--- src/rtl/ibexc_trace_pkg.sv ---
// Shared types for the RVFI retirement-trace buffer.
// IBEXC_TRACE_CAP_EN adds the destination capability (rd_wcap) to every trace record.
package ibexc_trace_pkg;

    localparam int unsigned ORDER_W = 16;

    // Reduced view of a CHERIoT register capability, enough to follow cap writes in a trace.
    typedef struct packed {
        logic        valid;
        logic [31:0] cursor;
        logic [31:0] meta;
    } reg_cap_t;

    typedef enum logic [1:0] {
        IDLE   = 2'd0,
        ARMED  = 2'd1,
        POST   = 2'd2,
        FROZEN = 2'd3
    } trace_state_e;

    typedef enum logic {
        STREAM = 1'b0,
        RING   = 1'b1
    } trace_mode_e;

    typedef struct packed {
        logic [ORDER_W-1:0] order;
        logic [31:0]        pc;
        logic [31:0]        insn;
        logic [4:0]         rd_addr;
        logic [31:0]        rd_wdata;
        logic [31:0]        mem_addr;
        logic               trap;
`ifdef IBEXC_TRACE_CAP_EN
        reg_cap_t           rd_wcap;
`endif
    } trace_rec_t;

endpackage

--- src/rtl/ibexc_rvfi_trace_buf_if.sv ---
// RVFI retirement input and trace-record drain port of the trace buffer.
// IBEXC_TRACE_CAP_EN adds rvfi_rd_wcap to the retirement side.
interface ibexc_rvfi_trace_buf_if
    import ibexc_trace_pkg::*;
();

    logic        rvfi_valid;
    logic [63:0] rvfi_order;
    logic [31:0] rvfi_insn;
    logic [31:0] rvfi_pc_rdata;
    logic [31:0] rvfi_rd_wdata;
    logic [31:0] rvfi_mem_addr;
    logic [4:0]  rvfi_rd_addr;
    logic        rvfi_trap;
`ifdef IBEXC_TRACE_CAP_EN
    reg_cap_t    rvfi_rd_wcap;
`endif

    logic        rec_valid;
    logic        rec_ready;
    trace_rec_t  rec_data;

    // The master is the core/consumer side; the slave is the trace buffer itself.
    modport master (
        output rvfi_valid, rvfi_order, rvfi_insn, rvfi_pc_rdata,
        output rvfi_rd_wdata, rvfi_mem_addr, rvfi_rd_addr, rvfi_trap,
`ifdef IBEXC_TRACE_CAP_EN
        output rvfi_rd_wcap,
`endif
        output rec_ready,
        input  rec_valid, rec_data
    );

    modport slave (
        input  rvfi_valid, rvfi_order, rvfi_insn, rvfi_pc_rdata,
        input  rvfi_rd_wdata, rvfi_mem_addr, rvfi_rd_addr, rvfi_trap,
`ifdef IBEXC_TRACE_CAP_EN
        input  rvfi_rd_wcap,
`endif
        input  rec_ready,
        output rec_valid, rec_data
    );

endinterface

--- src/rtl/ibexc_trace_ring.sv ---
// Record storage for the trace buffer: flop array with wrap-bit pointers.
// Record width follows trace_rec_t, so it grows when IBEXC_TRACE_CAP_EN is defined.
module ibexc_trace_ring
    import ibexc_trace_pkg::*;
#(
    parameter  int unsigned Depth = 16,
    localparam int unsigned PtrW  = $clog2(Depth) + 1
) (
    input  logic            clk_i,
    input  logic            rst_ni,
    input  logic            clear_i,
    input  logic            push_i,
    input  logic            pop_i,
    input  logic            overwrite_i,
    input  trace_rec_t      wdata_i,
    output trace_rec_t      head_o,
    output logic            empty_o,
    output logic            full_o,
    output logic [PtrW-1:0] level_o
);

    localparam int unsigned IdxW = PtrW - 1;

    trace_rec_t      mem [Depth];
    logic [PtrW-1:0] head_q;
    logic [PtrW-1:0] tail_q;
    logic            write;

    // An overwrite writes the tail slot and retires the oldest record in the same edge.
    assign write = push_i | overwrite_i;

    always_ff @(posedge clk_i or negedge rst_ni) begin
        if (!rst_ni) begin
            head_q <= '0;
            tail_q <= '0;
        end else if (clear_i) begin
            head_q <= '0;
            tail_q <= '0;
        end else begin
            if (write) begin
                tail_q <= tail_q + PtrW'(1);
            end
            if (pop_i || overwrite_i) begin
                head_q <= head_q + PtrW'(1);
            end
        end
    end

    always_ff @(posedge clk_i) begin
        if (write) begin
            mem[tail_q[IdxW-1:0]] <= wdata_i;
        end
    end

    assign empty_o = (head_q == tail_q);
    assign full_o  = (head_q[PtrW-1] != tail_q[PtrW-1]) &&
                     (head_q[IdxW-1:0] == tail_q[IdxW-1:0]);
    assign level_o = tail_q - head_q;
    assign head_o  = empty_o ? '0 : mem[head_q[IdxW-1:0]];

endmodule

--- src/rtl/ibexc_rvfi_trace_buf.sv ---
// RVFI retirement-trace buffer: capture FSM, trap trigger with post count, drop counter.
// Define IBEXC_TRACE_CAP_EN to record the destination capability of each retirement.
module ibexc_rvfi_trace_buf
    import ibexc_trace_pkg::*;
#(
    parameter  int unsigned Depth    = 16,
    parameter  int unsigned OrderW   = ORDER_W,
    parameter  int unsigned DropCntW = 16,
    localparam int unsigned LvlW     = $clog2(Depth) + 1
) (
    input  logic                  clk_i,
    input  logic                  rst_ni,
    input  logic                  enable_i,
    input  logic                  clear_i,
    input  logic                  mode_i,
    input  logic                  trig_on_trap_i,
    input  logic [7:0]            post_cnt_i,
    ibexc_rvfi_trace_buf_if.slave trace,
    output logic [LvlW-1:0]       level_o,
    output logic [DropCntW-1:0]   drop_cnt_o,
    output trace_state_e          state_o
);

    trace_state_e          state_q;
    trace_mode_e           mode_q;
    logic [7:0]            post_q;
    logic [DropCntW-1:0]   drop_q;

    logic       capture;
    logic       pop;
    logic       push;
    logic       lose;
    logic       overwrite;
    logic       full;
    logic       empty;
    logic       unused_order_hi;
    trace_rec_t wrec;

    // A retirement seen in ARMED/POST counts as captured even if STREAM mode then drops it.
    assign capture   = trace.rvfi_valid && !clear_i && (state_q == ARMED || state_q == POST);
    assign pop       = trace.rec_ready && !empty && !clear_i;
    assign push      = capture && (!full || pop);
    assign lose      = capture && full && !pop;
    assign overwrite = lose && (mode_q == RING);

    assign unused_order_hi = ^trace.rvfi_order[63:OrderW];

    always_comb begin
        wrec          = '0;
        wrec.order    = ORDER_W'(trace.rvfi_order[OrderW-1:0]);
        wrec.pc       = trace.rvfi_pc_rdata;
        wrec.insn     = trace.rvfi_insn;
        wrec.rd_addr  = trace.rvfi_rd_addr;
        wrec.rd_wdata = trace.rvfi_rd_wdata;
        wrec.mem_addr = trace.rvfi_mem_addr;
        wrec.trap     = trace.rvfi_trap;
`ifdef IBEXC_TRACE_CAP_EN
        wrec.rd_wcap  = trace.rvfi_rd_wcap;
`endif
    end

    always_ff @(posedge clk_i or negedge rst_ni) begin
        if (!rst_ni) begin
            state_q <= IDLE;
            mode_q  <= STREAM;
            post_q  <= '0;
            drop_q  <= '0;
        end else begin
            if (state_q == IDLE) begin
                mode_q <= trace_mode_e'(mode_i);
            end
            if (clear_i) begin
                state_q <= enable_i ? ARMED : IDLE;
                post_q  <= '0;
                drop_q  <= '0;
            end else begin
                if (lose && drop_q != '1) begin
                    drop_q <= drop_q + DropCntW'(1);
                end
                case (state_q)
                    IDLE: begin
                        if (enable_i) state_q <= ARMED;
                    end
                    ARMED: begin
                        if (!enable_i) begin
                            state_q <= IDLE;
                        end else if (capture && trace.rvfi_trap && trig_on_trap_i) begin
                            post_q  <= post_cnt_i;
                            state_q <= (post_cnt_i == 8'd0) ? FROZEN : POST;
                        end
                    end
                    POST: begin
                        if (!enable_i) begin
                            state_q <= IDLE;
                        end else if (capture) begin
                            post_q <= post_q - 8'd1;
                            if (post_q == 8'd1) state_q <= FROZEN;
                        end
                    end
                    FROZEN: ;
                    default: state_q <= IDLE;
                endcase
            end
        end
    end

    ibexc_trace_ring #(
        .Depth (Depth)
    ) u_ring (
        .clk_i       (clk_i),
        .rst_ni      (rst_ni),
        .clear_i     (clear_i),
        .push_i      (push),
        .pop_i       (pop),
        .overwrite_i (overwrite),
        .wdata_i     (wrec),
        .head_o      (trace.rec_data),
        .empty_o     (empty),
        .full_o      (full),
        .level_o     (level_o)
    );

    assign trace.rec_valid = !empty;
    assign drop_cnt_o      = drop_q;
    assign state_o         = state_q;

endmodule

--- src/flat_wrapper.sv ---
// flat-port wrapper written by rule: the top's interface ports become plain ports
module ibexc_rvfi_trace_buf_flat import ibexc_trace_pkg::*;
#(
    parameter  int unsigned Depth    = 16,
    parameter  int unsigned OrderW   = ORDER_W,
    parameter  int unsigned DropCntW = 16,
    localparam int unsigned LvlW     = $clog2(Depth) + 1
)
  (clk_i, rst_ni, enable_i, clear_i, mode_i, trig_on_trap_i, post_cnt_i, level_o, drop_cnt_o, state_o, trace_rvfi_valid, trace_rvfi_order, trace_rvfi_insn, trace_rvfi_pc_rdata, trace_rvfi_rd_wdata, trace_rvfi_mem_addr, trace_rvfi_rd_addr, trace_rvfi_trap, trace_rec_ready, trace_rec_valid, trace_rec_data);
  ibexc_rvfi_trace_buf_if trace_i ();
  input  logic clk_i;
  input  logic rst_ni;
  input  logic enable_i;
  input  logic clear_i;
  input  logic mode_i;
  input  logic trig_on_trap_i;
  input  logic [7:0] post_cnt_i;
  output logic [LvlW-1:0] level_o;
  output logic [DropCntW-1:0] drop_cnt_o;
  output trace_state_e state_o;
  input wire logic [$bits(trace_i.rvfi_valid)-1:0] trace_rvfi_valid;
  input wire logic [$bits(trace_i.rvfi_order)-1:0] trace_rvfi_order;
  input wire logic [$bits(trace_i.rvfi_insn)-1:0] trace_rvfi_insn;
  input wire logic [$bits(trace_i.rvfi_pc_rdata)-1:0] trace_rvfi_pc_rdata;
  input wire logic [$bits(trace_i.rvfi_rd_wdata)-1:0] trace_rvfi_rd_wdata;
  input wire logic [$bits(trace_i.rvfi_mem_addr)-1:0] trace_rvfi_mem_addr;
  input wire logic [$bits(trace_i.rvfi_rd_addr)-1:0] trace_rvfi_rd_addr;
  input wire logic [$bits(trace_i.rvfi_trap)-1:0] trace_rvfi_trap;
  input wire logic [$bits(trace_i.rec_ready)-1:0] trace_rec_ready;
  output wire logic [$bits(trace_i.rec_valid)-1:0] trace_rec_valid;
  output wire logic [$bits(trace_i.rec_data)-1:0] trace_rec_data;
  assign trace_i.rvfi_valid = trace_rvfi_valid;
  assign trace_i.rvfi_order = trace_rvfi_order;
  assign trace_i.rvfi_insn = trace_rvfi_insn;
  assign trace_i.rvfi_pc_rdata = trace_rvfi_pc_rdata;
  assign trace_i.rvfi_rd_wdata = trace_rvfi_rd_wdata;
  assign trace_i.rvfi_mem_addr = trace_rvfi_mem_addr;
  assign trace_i.rvfi_rd_addr = trace_rvfi_rd_addr;
  assign trace_i.rvfi_trap = trace_rvfi_trap;
  assign trace_i.rec_ready = trace_rec_ready;
  assign trace_rec_valid = trace_i.rec_valid;
  assign trace_rec_data = trace_i.rec_data;
  ibexc_rvfi_trace_buf #(.Depth(Depth), .OrderW(OrderW), .DropCntW(DropCntW)) u_core (.clk_i(clk_i), .rst_ni(rst_ni), .enable_i(enable_i), .clear_i(clear_i), .mode_i(mode_i), .trig_on_trap_i(trig_on_trap_i), .post_cnt_i(post_cnt_i), .trace(trace_i), .level_o(level_o), .drop_cnt_o(drop_cnt_o), .state_o(state_o));
endmodule
--- config.mk ---
export PLATFORM = sky130hd
export DESIGN_NAME = ibexc_rvfi_trace_buf_flat
export DESIGN_NICKNAME = d
export VERILOG_FILES = /design/src/rtl/ibexc_trace_pkg.sv /design/src/rtl/ibexc_rvfi_trace_buf_if.sv /design/src/rtl/ibexc_trace_ring.sv /design/src/rtl/ibexc_rvfi_trace_buf.sv /design/src/flat_wrapper.sv
export SDC_FILE = /design/constraint.sdc
export NUM_CORES = 2
export LEC_CHECK = 0
export CELL_PAD_IN_SITES_DETAIL_PLACEMENT = 1
export CELL_PAD_IN_SITES_GLOBAL_PLACEMENT = 1
export CORE_MARGIN = 10
export CORE_UTILIZATION = 27
export CTS_CLUSTER_SIZE = 24
export DETAILED_ROUTE_END_ITERATION = 16
export GPL_ROUTABILITY_DRIVEN = 1
export PLACE_DENSITY = 0.48
export SYNTH_ARGS = -nofsm -noshare
export SYNTH_HDL_FRONTEND = slang
export SYNTH_SLANG_ARGS = --single-unit
--- constraint.sdc ---
create_clock -name clk_i -period 31.3 [get_ports clk_i]
set_input_delay 3.13 -clock clk_i [delete_from_list [all_inputs] [get_ports clk_i]]
set_output_delay 3.13 -clock clk_i [all_outputs]
set_load 0.01 [all_outputs]
# Word level (Yosys, flattened, before mapping)
# Memory sizes are Yosys's and may differ from the RTL's.
# Index checks and enable logic that the tools add are counted.
dict set report word_totals {
  reg_bits 37
  n_memories 1
  ram_bits 2400
  elab_cells 81
}
dict set report op_classes {
  mux 25
  n_eq_ne 15
  bitwise_logic 1
  n_addsub 5
  reduce_logical 28
}
# name words width read_ports rd_ports_with_merged_regs wr line
set mem_list {}
lappend mem_list {u_core.u_ring.mem 16 150 1 0 1 ibexc_trace_ring.sv:24} ;# trace_rec_t mem [Depth];
# operator count
set op_table {}
lappend op_table {{two-way mux 150 bit} 1}
lappend op_table {{two-way mux 8 bit} 5}
lappend op_table {{two-way mux 16 bit} 2}
lappend op_table {{two-way mux 5 bit} 4}
lappend op_table {{adder 16 x 1 -> 16 bit, second input constant} 1}
lappend op_table {{inequality test 16 bit, second input constant} 1}
lappend op_table {{one-hot mux 8 bit (2 select lines)} 1}
lappend op_table {{two-way mux 2 bit} 7}
lappend op_table {{logical AND 1 bit} 12}
lappend op_table {{inequality test 3 bit, second input constant} 4}
lappend op_table {{adder 5 x 1 -> 5 bit, second input constant} 2}
lappend op_table {{AND reduction 5 bit} 2}
lappend op_table {{equality test 8 x 1 -> 1 bit, second input constant} 1}
lappend op_table {{zero test 8 bit} 1}
lappend op_table {{inequality test 4 bit, second input constant} 2}
lappend op_table {{subtractor 8 x 1 -> 8 bit, second input constant} 1}
lappend op_table {{one-hot mux 2 bit (3 select lines)} 1}
lappend op_table {{nonzero test 2 bit} 3}
lappend op_table {{equality test 5 bit} 1}
lappend op_table {{subtractor 5 bit} 1}
lappend op_table {{equality test 4 bit} 1}
lappend op_table {{zero test 1 bit} 4}
lappend op_table {{two-way mux 1 bit} 4}
lappend op_table {{inequality test 4 x 3 -> 1 bit, second input constant} 1}
lappend op_table {{other kinds (9)} 11}

# Logic depth before layout (Yosys ltp)
dict set report logic_depth {
  word_depth 10
  mapped_depth 13
  mapped_depth_nobuf 7
}

# Modules after synthesis
# From an unflattened synthesis, not the netlist that was laid out.
dict set report hier_totals {
  hier_cells 3961
  hier_area_um2 93367.0
}
# mod area_each_um2 cells_per_inst seq_area_each_um2 instances
set by_module_without_submodules {}
lappend by_module_without_submodules {ibexc_trace_ring 91606.6 3769 72319.4 1}
lappend by_module_without_submodules {ibexc_rvfi_trace_buf 1760.4 192 675.6 1}

# Least setup slack after synthesis
# Ideal clock, no wire load.
dict set report synth_timing {
  path_type {input-to-reg}
  startpoint {in clear_i}
  endpoint {mem u_core.u_ring.mem[3][0] (netlist name) (enable)}
  setup_slack_ns 12.393
  path_stages 5
  required_ns 30.273
  t_arrival_ns 17.880
  cell_sequence {and3b_1 -> buf_4 -> o41ai_1 -> buf_2 -> nor4_1}
}
dict set report synth_between {
  elab_chain_len 9
  word_cells_on_any_way 13
  classes_between {2 x mux; 1 x bitwise; 10 x reduce/logical}
}
# element line
set synth_rtl {}
lappend synth_rtl {{from (decl)} flat_wrapper.sv:14} ;# input logic clear_i;
lappend synth_rtl {{zero test 1 bit (*)} {ibexc_rvfi_trace_buf.sv:40, ibexc_rvfi_trace_buf.sv:41}}
lappend synth_rtl {{logical AND 1 bit (2 in a row)} ibexc_rvfi_trace_buf.sv:40} ;# assign capture = trace.rvfi_valid && !clear_i && (state_q == ARMED || state_q == POST);
lappend synth_rtl {{logical AND 1 bit (2 in a row)} ibexc_rvfi_trace_buf.sv:43} ;# assign lose = capture && full && !pop;
lappend synth_rtl {{logical AND 1 bit} ibexc_rvfi_trace_buf.sv:44} ;# assign overwrite = lose && (mode_q == RING);
lappend synth_rtl {{OR 1 bit (*)} ibexc_trace_ring.sv:30} ;# assign write = push_i | overwrite_i;
lappend synth_rtl {{two-way mux 1 bit (*)} ibexc_trace_ring.sv:50} ;# if (write) begin
lappend synth_rtl {{two-way mux 1 bit (not written as such) (*)} ibexc_trace_ring.sv:51} ;# mem[tail_q[IdxW-1:0]] <= wdata_i;
lappend synth_rtl {{to (decl)} ibexc_trace_ring.sv:24}
# Every way passes the cells marked *; elsewhere a longest branch is shown, timed or not.

# Final worst setup path
dict set report layout_timing {
  startpoint {reg u_core.u_ring.head_q[0]}
  endpoint {out trace_rec_data[27]}
}
dict set report layout_between {
  elab_chain_len 2
  word_cells_on_any_way 3
  classes_between {1 x eq/ne; 1 x mux; 1 x memory}
}
# element line
set layout_rtl {}
lappend layout_rtl {{from (decl)} ibexc_trace_ring.sv:25} ;# logic [PtrW-1:0] head_q;
lappend layout_rtl {{from (signal assigned)} ibexc_trace_ring.sv:44} ;# head_q <= head_q + PtrW'(1);
lappend layout_rtl {{memory read (16 x 150 bit) / equality test 5 bit (equally long branches)} -}
lappend layout_rtl {{two-way mux 150 bit (*)} ibexc_trace_ring.sv:59} ;# assign head_o = empty_o ? '0 : mem[head_q[IdxW-1:0]];
lappend layout_rtl {{to (decl)} flat_wrapper.sv:31} ;# output wire logic [$bits(trace_i.rec_data)-1:0] trace_rec_data;
# Marks and branches as above.

==> impl_metrics.json <==
{
  "synthDistinctLibCells": 56,
  "syn_to_final_growth_pct": 19.4,
  "vias": 43500,
  "hpwl_mm": 131,
  "ctsResizeCount": 0,
  "end_kind": "output port",
  "clk_latency_ns": 0.91,
  "first_pass_iters": 5,
  "gr-total-overflow": 0,
  "critPathMaxStageDelay_ns": 0.88,
  "cp_slowest_cell": "dfrtp_4",
  "min_period_ns": 10.73,
  "track_usage_pct": 13.5,
  "cp-start-kind": "register",
  "hp-class": "register to register",
  "core_area_um2": 343000,
  "fin_nets": 4695,
  "clock.fmax_mhz": 93.2,
  "max-cap-violations": 0,
  "post-route-drc-count": 0,
  "gp_congestion": 0.676,
  "via_per_inst": 4.70,
  "io_pins": 388,
  "yosysSeqAreaShare_pct": 78.4,
  "first_global_vias": 47824,
  "cts_buffers": 287,
  "htree_levels": 5,
  "finalWirelength_mm": 257,
  "drv_slew": 0,
  "critical_path_required_ns": 28.17,
  "antenna_left": 0,
  "die_width_um": 607,
  "vdd_drop_max_mv": 0.0420,
  "synth.area.top_cells": "edfxtp_1 (77%), mux4_2 (15%), mux2i_1 (3.3%), o22ai_1 (1.0%), dfrtp_1 (0.99%)",
  "routedWlPerCell_um": 27.8,
  "crit_chain": "buf_4 -> buf_4 -> buf_4 -> buf_12 -> buf_4 -> mux4_2 -> mux2i_1 -> o22ai_1 -> clkdlybuf4s50_1",
  "path_class": "register to output port",
  "drive_gt1_share_pct": 23.8,
  "drt-initial-drc-count": 3093,
  "antenna_found_initial": 65,
  "rows": 215,
  "p_leak_nw": 35.1,
  "synth_cells": 3963,
  "finalSetupViolCount": 0,
  "clock_path_buffers": 4,
  "grt_max_degree": 124,
  "syn_area_um2": 93100,
  "rsz0062_at_grt": "no",
  "finalClockSkew_ns": 0.0633,
  "grt_pass1_wl_mm": 365,
  "synth-main-ff-cell": "edfxtp_1",
  "status": "finished, final reports clean",
  "crit_top_cell": "buf_4",
  "crit_path_max_fanout": 91,
  "async_flop_share_pct": 1.52,
  "setup_tns_ns": 0,
  "synth-edff-count": 2400,
  "cts.sinks": 2437,
  "cts_setup_buffers": 0,
  "fin_crit_sh_pct": 34.3,
  "synth_top_cell_area_share_pct": 77.4,
  "post-route-util_pct": 32.4,
  "die_area_um2": 369000,
  "worst_pin_slew_ns": 1.21,
  "hold_buffers": 0,
  "relSlewSlack_pct": 19.5,
  "avgSynthCellArea_um2": 23.5,
  "hold_viol_final": 0,
  "cts_tree": "yes",
  "syn-num-nets": 4193,
  "start_util_pct": 27.1,
  "yosysWarnings": 0,
  "fp.dieH_um": 607,
  "worst_ep_arrival_time_ns": 7.60,
  "portBuffers": 339,
  "synth-seq-cells": 2437,
  "clk_pin_slew_ns": 0.06,
  "power.density_nw_per_um2": 69.2,
  "clockRootBuffer": "clkbuf_16",
  "synth_top_area_cell": "edfxtp_1"
}
[report_power, final]
part	switching [mW]	internal, mW	leakage, nW	total (mW)
sequential	0.0144	3.62	22.1	3.63
clock	1.35	1.86	4.35	3.21
combinational	0.453	0.402	8.68	0.856
total	1.81	5.88	35.1	7.69
[cell families (layout without fill, tap and decap cells)]
| logic type | after synthesis | after routing | synth area share [%] |
|---|---|---|---|
| adders and majority gates | 16 | 16 | 0.223 |
| AOI/OAI and AO/OA | 215 | 215 | 1.49 |
| xor gates and xnor gates | 5 | 5 | 0.0470 |
| and+or+nand+nor | 136 | 136 | 0.873 |
| muxes | 914 | 914 | 17.9 |
| other | 0 | 13 | 0 |
| DFF | 2437 | 2437 | 78.4 |
| buffers and inverters | 240 | 958 | 1.09 |
[registers in the layout, summed over array words and instances, names as in the netlist]
| name | cells |
|---|---|
| u_core.drop_cnt_o | 16 |
| u_core.mode_q | 1 |
| u_core.post_q | 8 |
| u_core.state_o | 2 |
| u_core.u_ring.head_q | 5 |
| u_core.u_ring.mem | 2400 |
| u_core.u_ring.tail_q | 5 |
[worst max-delay path: cells and delay by family (launching register included)]
family | cells | cell delay, ns
muxes | 2 | 0.45
DFF | 1 | 0.88
AOI/OAI and AO/OA | 1 | 0.49
buffers and inverters | 6 | 4.55
[layout by cell type, fill, tap and decap left out, drive strengths merged, types with 3 or more instances in the layout]
cell and count:
mux2i 304, clkinvlp 8, nor2 22, mux2 10, a31oi 5, xnor2 5, and3 7, nand3 15
a21o 3, clkbuf 351, o31ai 6, o41ai 5, nand2 13, nor2b 11, o21ai 10, inv 42
clkdlybuf4s50 338, bufinv 18, clkinv 108, or3 7, ha 15, mux4 600, dfrtp 37, or4 8
nand4 10, diode 13, nor3b 4, buf 93, o22ai 156, o2bb2ai 5, a21oi 17, and2 10
nor3 5, edfxtp 2400, nor4 10
[worst paths after layout]
check | to | slack (ns) | cells after the start | from
setup / recovery | trace_rec_data[27] | 20.57 | 9 | u_core.u_ring.head_q[0]
hold / removal | u_core.post_q[6] | 0.53 | 1 | u_core.post_q[6]
setup reg to reg | u_core.u_ring.mem[11][33] | 26.12 | 9 | u_core.u_ring.head_q[1]
hold reg to reg | u_core.post_q[6] | 0.53 | 1 | u_core.post_q[6]
max in group asynchronous | u_core.u_ring.head_q[0] | 28.20 | 1 | rst_ni
min in group asynchronous | u_core.drop_cnt_o[5] | 2.37 | 1 | rst_ni
[synth_stat cells, types with 3 or more instances]
master	n
a21o_1	3
a21oi_1	17
a31oi_1	5
and2_1	10
and3_1	7
buf_1	51
buf_2	74
clkbuf_1	90
dfrtp_1	37
edfxtp_1	2400
ha_1	15
inv_1	21
mux2_1	3
mux2_2	7
mux2i_1	304
mux4_2	600
nand2_1	13
nand3_1	15
nand4_1	10
nor2_1	22
nor2b_1	11
nor3_1	5
nor3b_1	4
nor4_1	6
nor4_2	3
o21ai_0	10
o22ai_1	156
o2bb2ai_1	5
o31ai_1	6
o41ai_1	4
or3_1	7
or4_1	8
xnor2_1	5
[cell type report]
cell class,count,area (um^2)
diodes,13,32.5
clock buffers,351,7490
clock inverters,154,1450
fillers,33875,232000
inverters,22,90.1
multi-input cells,1286,19200
flip-flops and latches,2437,73000
well taps,4557,5700
repair buffers,431,4220
[metal layers]
metal	GRT usage, %	share of wire [%]	vias to the layer above
li1	-	-	18088
met1	18.2	45	24075
met2	22.4	48	910
met3	2.66	4.4	397
met4	3.29	2.3	30
met5	0	0.071	-
[stage by stage]
stage | worst slack, ns | std cells | power, mW | area (um^2) | hold WS (ns)
6_report | 20.57 | 9251 | 7.69 | 111000 | 0.528
5_1_grt | 19.72 | 9242 | 8.00 | 111000 | 0.565
4_1_cts | 20.08 | 9238 | 7.83 | 111000 | 0.549
3_5_place_dp | 21.08 | 8733 | 4.59 | 102000 | 0.532
3_3_place_gp | 21.09 | 8733 | 4.58 | 102000 | 0.501
2_1_floorplan | 12.39 | 3963 | 4.20 | 93100 | 0.470
No activity file was read; power rests on OpenSTA's default activity.
